`config.mk`:
```
export PLATFORM = sky130hd
export DESIGN_NAME = vga_timing
export DESIGN_NICKNAME = d
export VERILOG_FILES = /design/src/rtl/vga_pkg.sv /design/src/rtl/vga_axis_gen.sv /design/src/rtl/vga_timing.sv
export SDC_FILE = /design/constraint.sdc
export NUM_CORES = 1
export LEC_CHECK = 0
export BUFFER_PORTS_ARGS = -buffer_cell sky130_fd_sc_hd__buf_2
export CAP_MARGIN = 10
export CORE_UTILIZATION = 30
export DETAILED_ROUTE_END_ITERATION = 7
export PLACE_DENSITY = 0.51
export SLEW_MARGIN = 20
export SYNTH_ARGS = -nofsm -noshare
export SYNTH_HDL_FRONTEND = slang
export SYNTH_SLANG_ARGS = --single-unit
```
`constraint.sdc`:
```
create_clock -name clk -period 2.21 [get_ports clk]
set_input_delay 0 -clock clk [delete_from_list [all_inputs] [get_ports clk]]
set_output_delay 0 -clock clk [all_outputs]
set_load 0.02 [all_outputs]
```
`src/rtl/vga_pkg.sv`:
```
// Shared types and constants for the glyph-raster timing generator.
// Holds the axis phase encoding, the default 80x24 geometry and the port-width helper.
package vga_pkg;

    typedef enum logic [1:0] {
        ACTIVE = 2'd0,
        FRONT  = 2'd1,
        SYNC   = 2'd2,
        BACK   = 2'd3
    } phase_e;

    localparam int DEF_H_GLYPHS = 80;
    localparam int DEF_H_PIXELS = 10;
    localparam int DEF_H_FRONT  = 36;
    localparam int DEF_H_SYNC   = 96;
    localparam int DEF_H_BACK   = 46;
    localparam int DEF_V_GLYPHS = 24;
    localparam int DEF_V_PIXELS = 20;
    localparam int DEF_V_FRONT  = 7;
    localparam int DEF_V_SYNC   = 2;
    localparam int DEF_V_BACK   = 23;

    // Never returns 0, so a single-valued counter still gets a 1-bit port.
    function automatic int vga_clog2(input int v);
        int r;
        r = 0;
        while ((1 << r) < v) r++;
        return (r < 1) ? 1 : r;
    endfunction

endpackage

```
`src/rtl/vga_axis_gen.sv`:
```
// One raster axis: ACTIVE (glyphs x pixels) -> FRONT -> SYNC -> BACK, advancing when ce_i is high.
// Resets to the last BACK step so the first enabled step enters glyph 0, pixel 0.
module vga_axis_gen
    import vga_pkg::*;
#(
    parameter int N_GLYPHS = DEF_H_GLYPHS,
    parameter int N_PIXELS = DEF_H_PIXELS,
    parameter int N_FRONT  = DEF_H_FRONT,
    parameter int N_SYNC   = DEF_H_SYNC,
    parameter int N_BACK   = DEF_H_BACK,
    localparam int GW = vga_clog2(N_GLYPHS),
    localparam int PW = vga_clog2(N_PIXELS)
) (
    input  logic          clk_i,
    input  logic          reset_i,
    input  logic          ce_i,
    output logic          active_o,
    output logic          sync_o,
    output logic          carry_o,
    output logic [GW-1:0] glyph_o,
    output logic [PW-1:0] pixel_o
);

    localparam int LMAX = (N_FRONT > N_SYNC) ? ((N_FRONT > N_BACK) ? N_FRONT : N_BACK)
                                             : ((N_SYNC > N_BACK) ? N_SYNC : N_BACK);
    localparam int CW = vga_clog2(LMAX);

    localparam logic [PW-1:0] PIX_LAST   = PW'(N_PIXELS - 1);
    localparam logic [GW-1:0] GLY_LAST   = GW'(N_GLYPHS - 1);
    localparam logic [CW-1:0] FRONT_LAST = CW'(N_FRONT - 1);
    localparam logic [CW-1:0] SYNC_LAST  = CW'(N_SYNC - 1);
    localparam logic [CW-1:0] BACK_LAST  = CW'(N_BACK - 1);

    if (N_GLYPHS < 1 || N_PIXELS < 1 || N_SYNC < 1 || N_FRONT < 1 || N_BACK < 1) begin : g_bad_geometry
        $error("vga_axis_gen: every glyph/pixel/porch/sync length must be >= 1");
    end

    phase_e        phase_q, phase_d;
    logic [GW-1:0] glyph_q, glyph_d;
    logic [PW-1:0] pixel_q, pixel_d;
    logic [CW-1:0] cnt_q, cnt_d;

    always_comb begin
        phase_d = phase_q;
        glyph_d = glyph_q;
        pixel_d = pixel_q;
        cnt_d   = cnt_q;
        if (ce_i) begin
            case (phase_q)
                ACTIVE: begin
                    if (pixel_q == PIX_LAST) begin
                        pixel_d = '0;
                        if (glyph_q == GLY_LAST) begin
                            glyph_d = '0;
                            cnt_d   = '0;
                            phase_d = FRONT;
                        end else begin
                            glyph_d = glyph_q + 1'b1;
                        end
                    end else begin
                        pixel_d = pixel_q + 1'b1;
                    end
                end
                FRONT: begin
                    if (cnt_q == FRONT_LAST) begin
                        cnt_d   = '0;
                        phase_d = SYNC;
                    end else begin
                        cnt_d = cnt_q + 1'b1;
                    end
                end
                SYNC: begin
                    if (cnt_q == SYNC_LAST) begin
                        cnt_d   = '0;
                        phase_d = BACK;
                    end else begin
                        cnt_d = cnt_q + 1'b1;
                    end
                end
                default: begin
                    if (cnt_q == BACK_LAST) begin
                        cnt_d   = '0;
                        phase_d = ACTIVE;
                    end else begin
                        cnt_d = cnt_q + 1'b1;
                    end
                end
            endcase
        end
    end

    always_ff @(posedge clk_i or posedge reset_i) begin
        if (reset_i) begin
            phase_q <= BACK;
            cnt_q   <= BACK_LAST;
            glyph_q <= '0;
            pixel_q <= '0;
        end else begin
            phase_q <= phase_d;
            cnt_q   <= cnt_d;
            glyph_q <= glyph_d;
            pixel_q <= pixel_d;
        end
    end

    assign active_o = (phase_q == ACTIVE);
    assign sync_o   = (phase_q == SYNC);
    assign carry_o  = (phase_q == BACK) && (cnt_q == BACK_LAST);
    assign glyph_o  = glyph_q;
    assign pixel_o  = pixel_q;

endmodule

```
`src/rtl/vga_timing.sv`:
```
// Glyph-raster timing generator: H/V axes, raw strobes, a LATENCY-stage alignment delay
// for de/sync/strobes, and a frame counter whose MSB drives the blink bit.
module vga_timing
    import vga_pkg::*;
#(
    parameter int H_GLYPHS = DEF_H_GLYPHS,
    parameter int H_PIXELS = DEF_H_PIXELS,
    parameter int H_FRONT  = DEF_H_FRONT,
    parameter int H_SYNC   = DEF_H_SYNC,
    parameter int H_BACK   = DEF_H_BACK,
    parameter bit H_POL    = 1'b0,
    parameter int V_GLYPHS = DEF_V_GLYPHS,
    parameter int V_PIXELS = DEF_V_PIXELS,
    parameter int V_FRONT  = DEF_V_FRONT,
    parameter int V_SYNC   = DEF_V_SYNC,
    parameter int V_BACK   = DEF_V_BACK,
    parameter bit V_POL    = 1'b0,
    parameter int LATENCY  = 0,
    parameter int BLINK_W  = 5,
    localparam int HGW = vga_clog2(H_GLYPHS),
    localparam int HPW = vga_clog2(H_PIXELS),
    localparam int VGW = vga_clog2(V_GLYPHS),
    localparam int VPW = vga_clog2(V_PIXELS)
) (
    input  logic           clk,
    input  logic           reset,
    output logic           de,
    output logic           hsync,
    output logic           vsync,
    output logic           glyph,
    output logic           line_start,
    output logic           frame_start,
    output logic [HGW-1:0] h_glyph,
    output logic [HPW-1:0] h_pixel,
    output logic [VGW-1:0] v_glyph,
    output logic [VPW-1:0] v_pixel,
    output logic           blink
);

    if (LATENCY < 0 || LATENCY > 8 || BLINK_W < 1) begin : g_bad_config
        $error("vga_timing: LATENCY must be 0..8 and BLINK_W >= 1");
    end

    logic h_active, h_sync, h_carry;
    logic v_active, v_sync, v_carry;

    vga_axis_gen #(
        .N_GLYPHS(H_GLYPHS), .N_PIXELS(H_PIXELS),
        .N_FRONT(H_FRONT), .N_SYNC(H_SYNC), .N_BACK(H_BACK)
    ) u_h_axis (
        .clk_i(clk), .reset_i(reset), .ce_i(1'b1),
        .active_o(h_active), .sync_o(h_sync), .carry_o(h_carry),
        .glyph_o(h_glyph), .pixel_o(h_pixel)
    );

    vga_axis_gen #(
        .N_GLYPHS(V_GLYPHS), .N_PIXELS(V_PIXELS),
        .N_FRONT(V_FRONT), .N_SYNC(V_SYNC), .N_BACK(V_BACK)
    ) u_v_axis (
        .clk_i(clk), .reset_i(reset), .ce_i(h_carry),
        .active_o(v_active), .sync_o(v_sync), .carry_o(v_carry),
        .glyph_o(v_glyph), .pixel_o(v_pixel)
    );

    logic de_raw, glyph_raw, line_start_raw, frame_start_raw;
    logic [5:0] raw_vec, out_vec;

    assign de_raw          = h_active & v_active;
    assign glyph_raw       = de_raw & (h_pixel == '0);
    assign line_start_raw  = glyph_raw & (h_glyph == '0);
    assign frame_start_raw = line_start_raw & (v_glyph == '0) & (v_pixel == '0);
    assign raw_vec = {de_raw, h_sync, v_sync, glyph_raw, line_start_raw, frame_start_raw};

    // Stages hold active-high terms; polarity is applied after, so cleared stages read as inactive.
    if (LATENCY == 0) begin : g_no_delay
        assign out_vec = raw_vec;
    end else begin : g_delay
        logic [5:0] dly_q [LATENCY];
        always_ff @(posedge clk or posedge reset) begin
            if (reset) begin
                for (int i = 0; i < LATENCY; i++) dly_q[i] <= '0;
            end else begin
                dly_q[0] <= raw_vec;
                for (int i = 1; i < LATENCY; i++) dly_q[i] <= dly_q[i-1];
            end
        end
        assign out_vec = dly_q[LATENCY-1];
    end

    assign de          = out_vec[5];
    assign hsync       = H_POL ? out_vec[4] : ~out_vec[4];
    assign vsync       = V_POL ? out_vec[3] : ~out_vec[3];
    assign glyph       = out_vec[2];
    assign line_start  = out_vec[1];
    assign frame_start = out_vec[0];

    // The reset state already sits on the frame-end clock; started_q keeps that first
    // carry from counting, so frame 0 runs with frame_count == 0.
    logic [BLINK_W-1:0] frame_count_q, frame_count_d;
    logic               started_q;

    assign frame_count_d = (h_carry & v_carry & started_q) ? frame_count_q + 1'b1 : frame_count_q;

    always_ff @(posedge clk or posedge reset) begin
        if (reset) begin
            frame_count_q <= '0;
            started_q     <= 1'b0;
        end else begin
            frame_count_q <= frame_count_d;
            started_q     <= 1'b1;
        end
    end

    assign blink = frame_count_q[BLINK_W-1];

endmodule
```
==> summary.txt, run 1 <==
Fmax = 472 MHz
Worst Path Arrival = 2.12 ns
Overflow after GRT = 0
RD Place Congestion = 0.746
Ranking of synthesized cells by area = dfrtp_1, dfstp_2, ha_1, nand2_1, mux2_2
Die area = 0.00900 mm^2
Layout cells sized above 1 = 0.251
Mapped Nets = 282
Clock skew = 0.0150 ns
Vias in the first global route = 1832
Worst r2r src = u_h_axis.phase_q[0]
Vias = 1954
Post-synth top area cell = dfrtp_1
Starting density of the core = 0.312
Die X = 94.9 um
Crit start category = register
Leakage Power = 0.00138 uW
Power Total = 1420 uW
Chip height = 94.9 um
Util after Layout = 0.364
Crit path max-delay family = simple AND/OR/NAND/NOR gates
Crit Path Max Fanout = 5
CP Capture Type = primary output
Design Area, Final = 0.00302 mm^2
Total Routed Length = 5.13 mm
Iteration-0 DRC Markers = 147
CTS tree = yes
CTS Root Cell = clkbuf_8
Post-synth top flop = dfrtp_1
Peak supply drop = 223 uV
Setup Viol. Count Final = 0
Cells along the critical path = inv_1 -> ha_1 -> and2_1 -> and2_1 -> and3_1 -> and3_1 -> buf_2
IO Port Bufs = 29
CTS Buffer Depth = 2
Crit path kind = reg -> out
Minimum clock period = 2.12 ns
Largest net degree at the start of global routing = 26
# IOs = 30
Comb power frac = 0.015
Site row count = 33
Max stage delay on crit path = 0.58 ns
P&R area growth vs syn = 16.7%
Async set-or-reset flop fraction in the synthesized netlist = 1.00
Period utilization = 0.958
Routed vias/inst = 4.84
Met2 WL post-DR = 2.32 mm
Endpoints failing hold = 0
Yosys reg bits = 43
First-pass GRT wire length = 8.75 mm
Launch point of the worst path = u_v_axis.phase_q[0]
Setup TNS Final = 0 ns
Outcome = complete, no violations
# nets final = 321
Slew headroom = 0.384
Maxcap violations = 0
Slowest cell on crit path = dfstp_2
Crit path depth = 7
Ant. Diodes = 0
Internal power = 1130 uW
Worst Hold Class = in -> async
Net switching power = 293 uW
CP required = 2.21 ns
Post-synthesis cell type count = 59
Worst-Skew Late Latency = 0.30 ns
Core Footprint = 0.00830 mm^2
Syn avg cell area = 9.99 um^2
Unrepaired setup endpoints after global routing = false
M1 wire length = 2.62 mm
CP bufs+invs = 2
Top layer in use = met4
Clk sinks = 43
Yosys warning count = 0
# H-tree levels = 2
WL per Instance = 12.7 um
Antenna violations before repair = 0
Clk network pwr share = 0.432
Sw Share = 0.206
Dpl hpwl = 3.81 mm
Area share of the largest cell type after synthesis = 0.310
Post-Syn Area = 0.00259 mm^2
Seq/Total Area, Yosys = 0.421
Cells after Synth = 259
Clock slew at reported path FFs = 0.09 ns
DRT antenna net count = 0
Slew Viols, Final = 0
TritonCTS Buffers = 5
DRC = 0
Cell Pwr Density = 472 mW/mm^2
Worst Tran Pin Value = 0.918 ns
GRT Total Usage = 0.125
Part of the power in registers = 0.554
Post-DP Area = 0.00290 mm^2
Number of synthesized flops with an enable pin = 0
Met3 Routed Length = 134 um
Worst reg2reg path depth = 6
Drt pass-1 iters = 4
-- tightest hold or removal path, stage by stage --
cell and delay (ns):
dlygate4sd3_1 0.53, buf_2 0.12, clkinv_1 0.47
-- through the flow --
step | worst slack (ns) | cells | hold slack (ns)
CTS | 0.0710 | 404 | 0.345
finish | 0.0933 | 404 | 0.322
global route | 0.00204 | 404 | 0.396
global placement | 0.156 | 395 | 0.134
detailed placement | 0.132 | 395 | 0.131
floorplan | 0.272 | 259 | 0.248
-- path summary, 6_finish.rpt --
kind,slack [ns],endpoint
max,0.09,frame_start
min,0.32,u_h_axis.glyph_o[6]
max reg2reg,0.14,u_v_axis.phase_q[0]
min reg2reg,0.48,frame_count_q[4]
max in group asynchronous,1.17,u_v_axis.cnt_q[2]
min in group clk,0.48,frame_count_q[4]
-- flip-flops by register name, indices dropped and copies added (netlist names) --
register / cells
u_h_axis.cnt_q: 7
u_h_axis.glyph_o: 7
frame_count_q: 5
u_v_axis.cnt_q: 5
u_v_axis.glyph_o: 5
u_v_axis.pixel_o: 5
u_h_axis.pixel_o: 4
u_h_axis.phase_q: 2
u_v_axis.phase_q: 2
started_q: 1
-- synth_stat cells (all sizes together), types with 2 or more instances --
| cell | instances |
|---|---|
| ha | 21 |
| xor2 | 4 |
| o31ai | 5 |
| nor3 | 8 |
| nand4bb | 2 |
| a2bb2oi | 2 |
| a21o | 2 |
| nor2b | 5 |
| mux2 | 8 |
| a31oi | 2 |
| clkbuf | 2 |
| dfstp | 11 |
| inv | 21 |
| nor3b | 3 |
| nand4 | 7 |
| xnor2 | 8 |
| nor2 | 16 |
| nand3b | 4 |
| and2 | 3 |
| or3 | 2 |
| and3 | 2 |
| dfrtp | 32 |
| o21ai | 17 |
| a22o | 3 |
| and4 | 2 |
| buf | 4 |
| a21oi | 6 |
| nand3 | 10 |
| nor4 | 2 |
| nand2 | 26 |
| nand4b | 2 |
-- layout by cell type (no fill, tap or decap), types with 8 or more instances in the layout --
cell	n
dfrtp_1	32
buf_2	29
nand2_1	25
ha_1	21
inv_1	20
o21ai_0	15
nor2_1	14
dfstp_2	11
nand3_1	10
xnor2_1	8
mux2_2	8
buf_4	8
-- power by group through the flow --
stage	clock network [uW]	logic [uW]	registers (uW)
5_1_grt	670	25.2	789
6_report	615	20.8	788
2_1_floorplan	0	11.5	803
3_3_place_gp	0	21.6	803
3_5_place_dp	0	21.4	803
4_1_cts	638	22.6	788
-- logic make-up after synthesis --
group | Yosys count | synth area share
simple gates | 97 | 0.222
compound gates | 49 | 0.134
flops | 43 | 0.421
buf+inv | 27 | 0.0411
fa+ha+maj | 21 | 0.102
xor+xnor | 12 | 0.0406
mux | 9 | 0.0387
other cells | 1 | 0.00145
-- what timing repair did --
action | in CTS | in global routing
hold endpoints to repair | 21 | 0
resized for setup | 0 | 1
hold buffers | 1 | 0
setup buffers | 0 | 0
endpoints found under the setup margin | 0 | 2
-- layout make-up --
type | instances | area [um^2]
clock buffer | 7 | 76.3
clock inverter | 1 | 30.0
fill | 833 | 5280
inverter | 21 | 78.8
multi-input combinational | 189 | 1400
sequential | 43 | 1090
tap | 105 | 131
timing repair buffer | 38 | 215
-- metal layers --
metal	vias to the layer above	global-route usage
met5	-	0
met4	0	0.0379
met3	5	0.0266
met2	26	0.189
met1	932	0.176
li1	991	-
No activity file was read; power rests on OpenSTA's default activity.
==> inputs of run 2 (changes only) <==
--- a/config.mk
+++ b/config.mk
@@ -10,6 +10,7 @@
 export CORE_UTILIZATION = 30
 export DETAILED_ROUTE_END_ITERATION = 7
 export PLACE_DENSITY = 0.51
+export RECOVER_POWER = 100
 export SLEW_MARGIN = 20
 export SYNTH_ARGS = -nofsm -noshare
 export SYNTH_HDL_FRONTEND = slang
==> constraint.sdc (replaced) <==
create_clock -name clk -period 2.1 [get_ports clk]
set_input_delay 0 -clock clk [delete_from_list [all_inputs] [get_ports clk]]
set_output_delay 0 -clock clk [all_outputs]
set_load 0.02 [all_outputs]
==> summary.txt, run 2 (synthesis gave the netlist of run 1 again) <==
Outcome = complete, no violations
CTS tree = yes
IO Port Bufs = 29 (unchanged)
Cells along the critical path = ha_4 -> nand4_1 -> o31a_1 -> o31ai_4 -> nor2_4 -> a221o_1
Antenna violations before repair = 0 (unchanged)
CP bufs+invs = 0 (-2)
Filler instances = 847 (+1.7%)
Crit start category = register
WL per Instance = 12.7 um (+0.14%)
CP required = 2.32 ns (+0.11 ns)
Power Total = 1380 uW (-3.2%)
DRT antenna net count = 0 (unchanged)
# nets final = 329 (+2.5%)
Die area = 0.00900 mm^2 (unchanged)
Slew headroom = 0.271 (-0.113)
Endpoints failing hold = 0 (unchanged)
CTS Root Cell = clkbuf_8
Setup Viol. Count Final = 0 (unchanged)
Cell Pwr Density = 450 mW/mm^2 (-4.5%)
Total Routed Length = 5.24 mm (+2.1%)
Core Footprint = 0.00830 mm^2 (unchanged)
Overflow after GRT = 0 (unchanged)
RD Place Congestion = 0.805 (+8.0%)
Largest net degree at the start of global routing = 44 (+69%)
Crit path kind = reg -> reg
Die X = 94.9 um (unchanged)
Layout cells sized above 1 = 0.199 (-0.0521)
Clk sinks = 43 (unchanged)
Clock skew = 0.0125 ns (-0.00254 ns)
Vias in the first global route = 1919 (+4.7%)
Worst Path Arrival = 2.23 ns (+0.11 ns)
TritonCTS Buffers = 5 (unchanged)
Dpl hpwl = 3.79 mm (-0.50%)
Clock slew at reported path FFs = 0.09 ns (about the same)
CTS Buffer Depth = 2 (unchanged)
Slew Viols, Final = 0 (unchanged)
Crit Path Max Fanout = 6 (+1)
Maxcap violations = 0 (unchanged)
Leakage Power = 0.00130 uW (-6.4%)
Drt pass-1 iters = 4 (unchanged)
Worst-Skew Late Latency = 0.30 ns (about the same)
Slowest cell on crit path = dfstp_2
Minimum clock period = 2.00 ns
Worst hold slack = 0.476 ns (+0.154 ns)
P&R area growth vs syn = 18.3%
Chip height = 94.9 um (unchanged)
Max stage delay on crit path = 0.59 ns (about the same)
Vias = 1981 (+1.4%)
Setup TNS Final = 0 ns (unchanged)
Routed vias/inst = 4.81 (-0.59%)
GRT Total Usage = 0.130 (+0.00561)
# IOs = 30 (unchanged)
First-pass GRT wire length = 9.28 mm (+6.1%)
DRC = 0 (unchanged)
Site row count = 33 (unchanged)
Commonest non-fill, non-tap cell in the layout = dfrtp_1
Fmax = 499 MHz
Period utilization = 0.954
Worst Hold Class = reg -> reg
Iteration-0 DRC Markers = 41 (-72%)
Ant. Diodes = 0 (unchanged)
Peak supply drop = 216 uV (-2.9%)
Most frequent cells in the layout = dfrtp_1, clkbuf_1, nand2_1, inv_1, ha_1
Starting density of the core = 0.312 (unchanged)
CP Capture Type = register
Worst Tran Pin Value = 1.09 ns (+0.176 ns)
# H-tree levels = 2 (unchanged)
Crit path max-delay family = compound AO/OA/AOI/OAI gates
run 2: final timing paths:
check	cells past startpoint	end	slack, ns	from
max in group asynchronous	4	u_h_axis.pixel_o[2]	0.85	reset
max reg2reg	6	u_h_axis.cnt_q[3]	0.1	u_h_axis.cnt_q[0]
min in group asynchronous	4	u_h_axis.cnt_q[4]	0.58	reset
max	6	u_h_axis.cnt_q[3]	0.1	u_h_axis.cnt_q[0]
min	1	frame_count_q[3]	0.48	frame_count_q[3]
min reg2reg	1	frame_count_q[3]	0.48	frame_count_q[3]
run 2: layer usage:
metal,routed length (um),up-vias,track usage,share of wire
met1,2580,934,0.174,0.49
met2,2430,34,0.209,0.46
li1,-,1006,-,-
met4,75,0,0.0455,0.014
met3,152,7,0.0266,0.029
met5,0,-,0,0
run 2: what timing repair did:
item,CTS,global route
setup buffers,0,2
pin swaps,0,2
endpoints found under the hold margin,32,0
cloned,0,0
endpoints found under the setup margin,1,8
hold buffers,1,0
gates resized for setup,2,8
run 2: power breakdown:
part | internal, uW | total [uW] | leakage, uW | switching, uW
registers | 829 | 830 | 0.000544 | 0.278
clock network | 233 | 529 | 0.0000412 | 296
logic | 2.58 | 19.4 | 0.000710 | 16.8
run 2: metrics by stage:
step | cell area [um^2] | worst slack (ns) | std cells | util
3_3_place_gp | 2940 | 0.116 | 401 | 0.354
5_1_grt | 3060 | -0.0163 | 412 | 0.369
6_report | 3060 | 0.0965 | 412 | 0.369
2_1_floorplan | 2590 | 0.162 | 259 | -
4_1_cts | 3040 | 0.0232 | 410 | 0.366
3_5_place_dp | 2940 | 0.0883 | 401 | 0.354
run 2: area by class of cell:
type	instances	area [um^2]	area share
clock buffers	6	72.6	0.0237
clock inverters	2	12.5	0.00409
inverters	21	78.8	0.0258
multi-input cells	189	1450	0.473
flip-flops and latches	43	1090	0.356
well taps	105	131	0.0429
repair buffers	46	226	0.0740
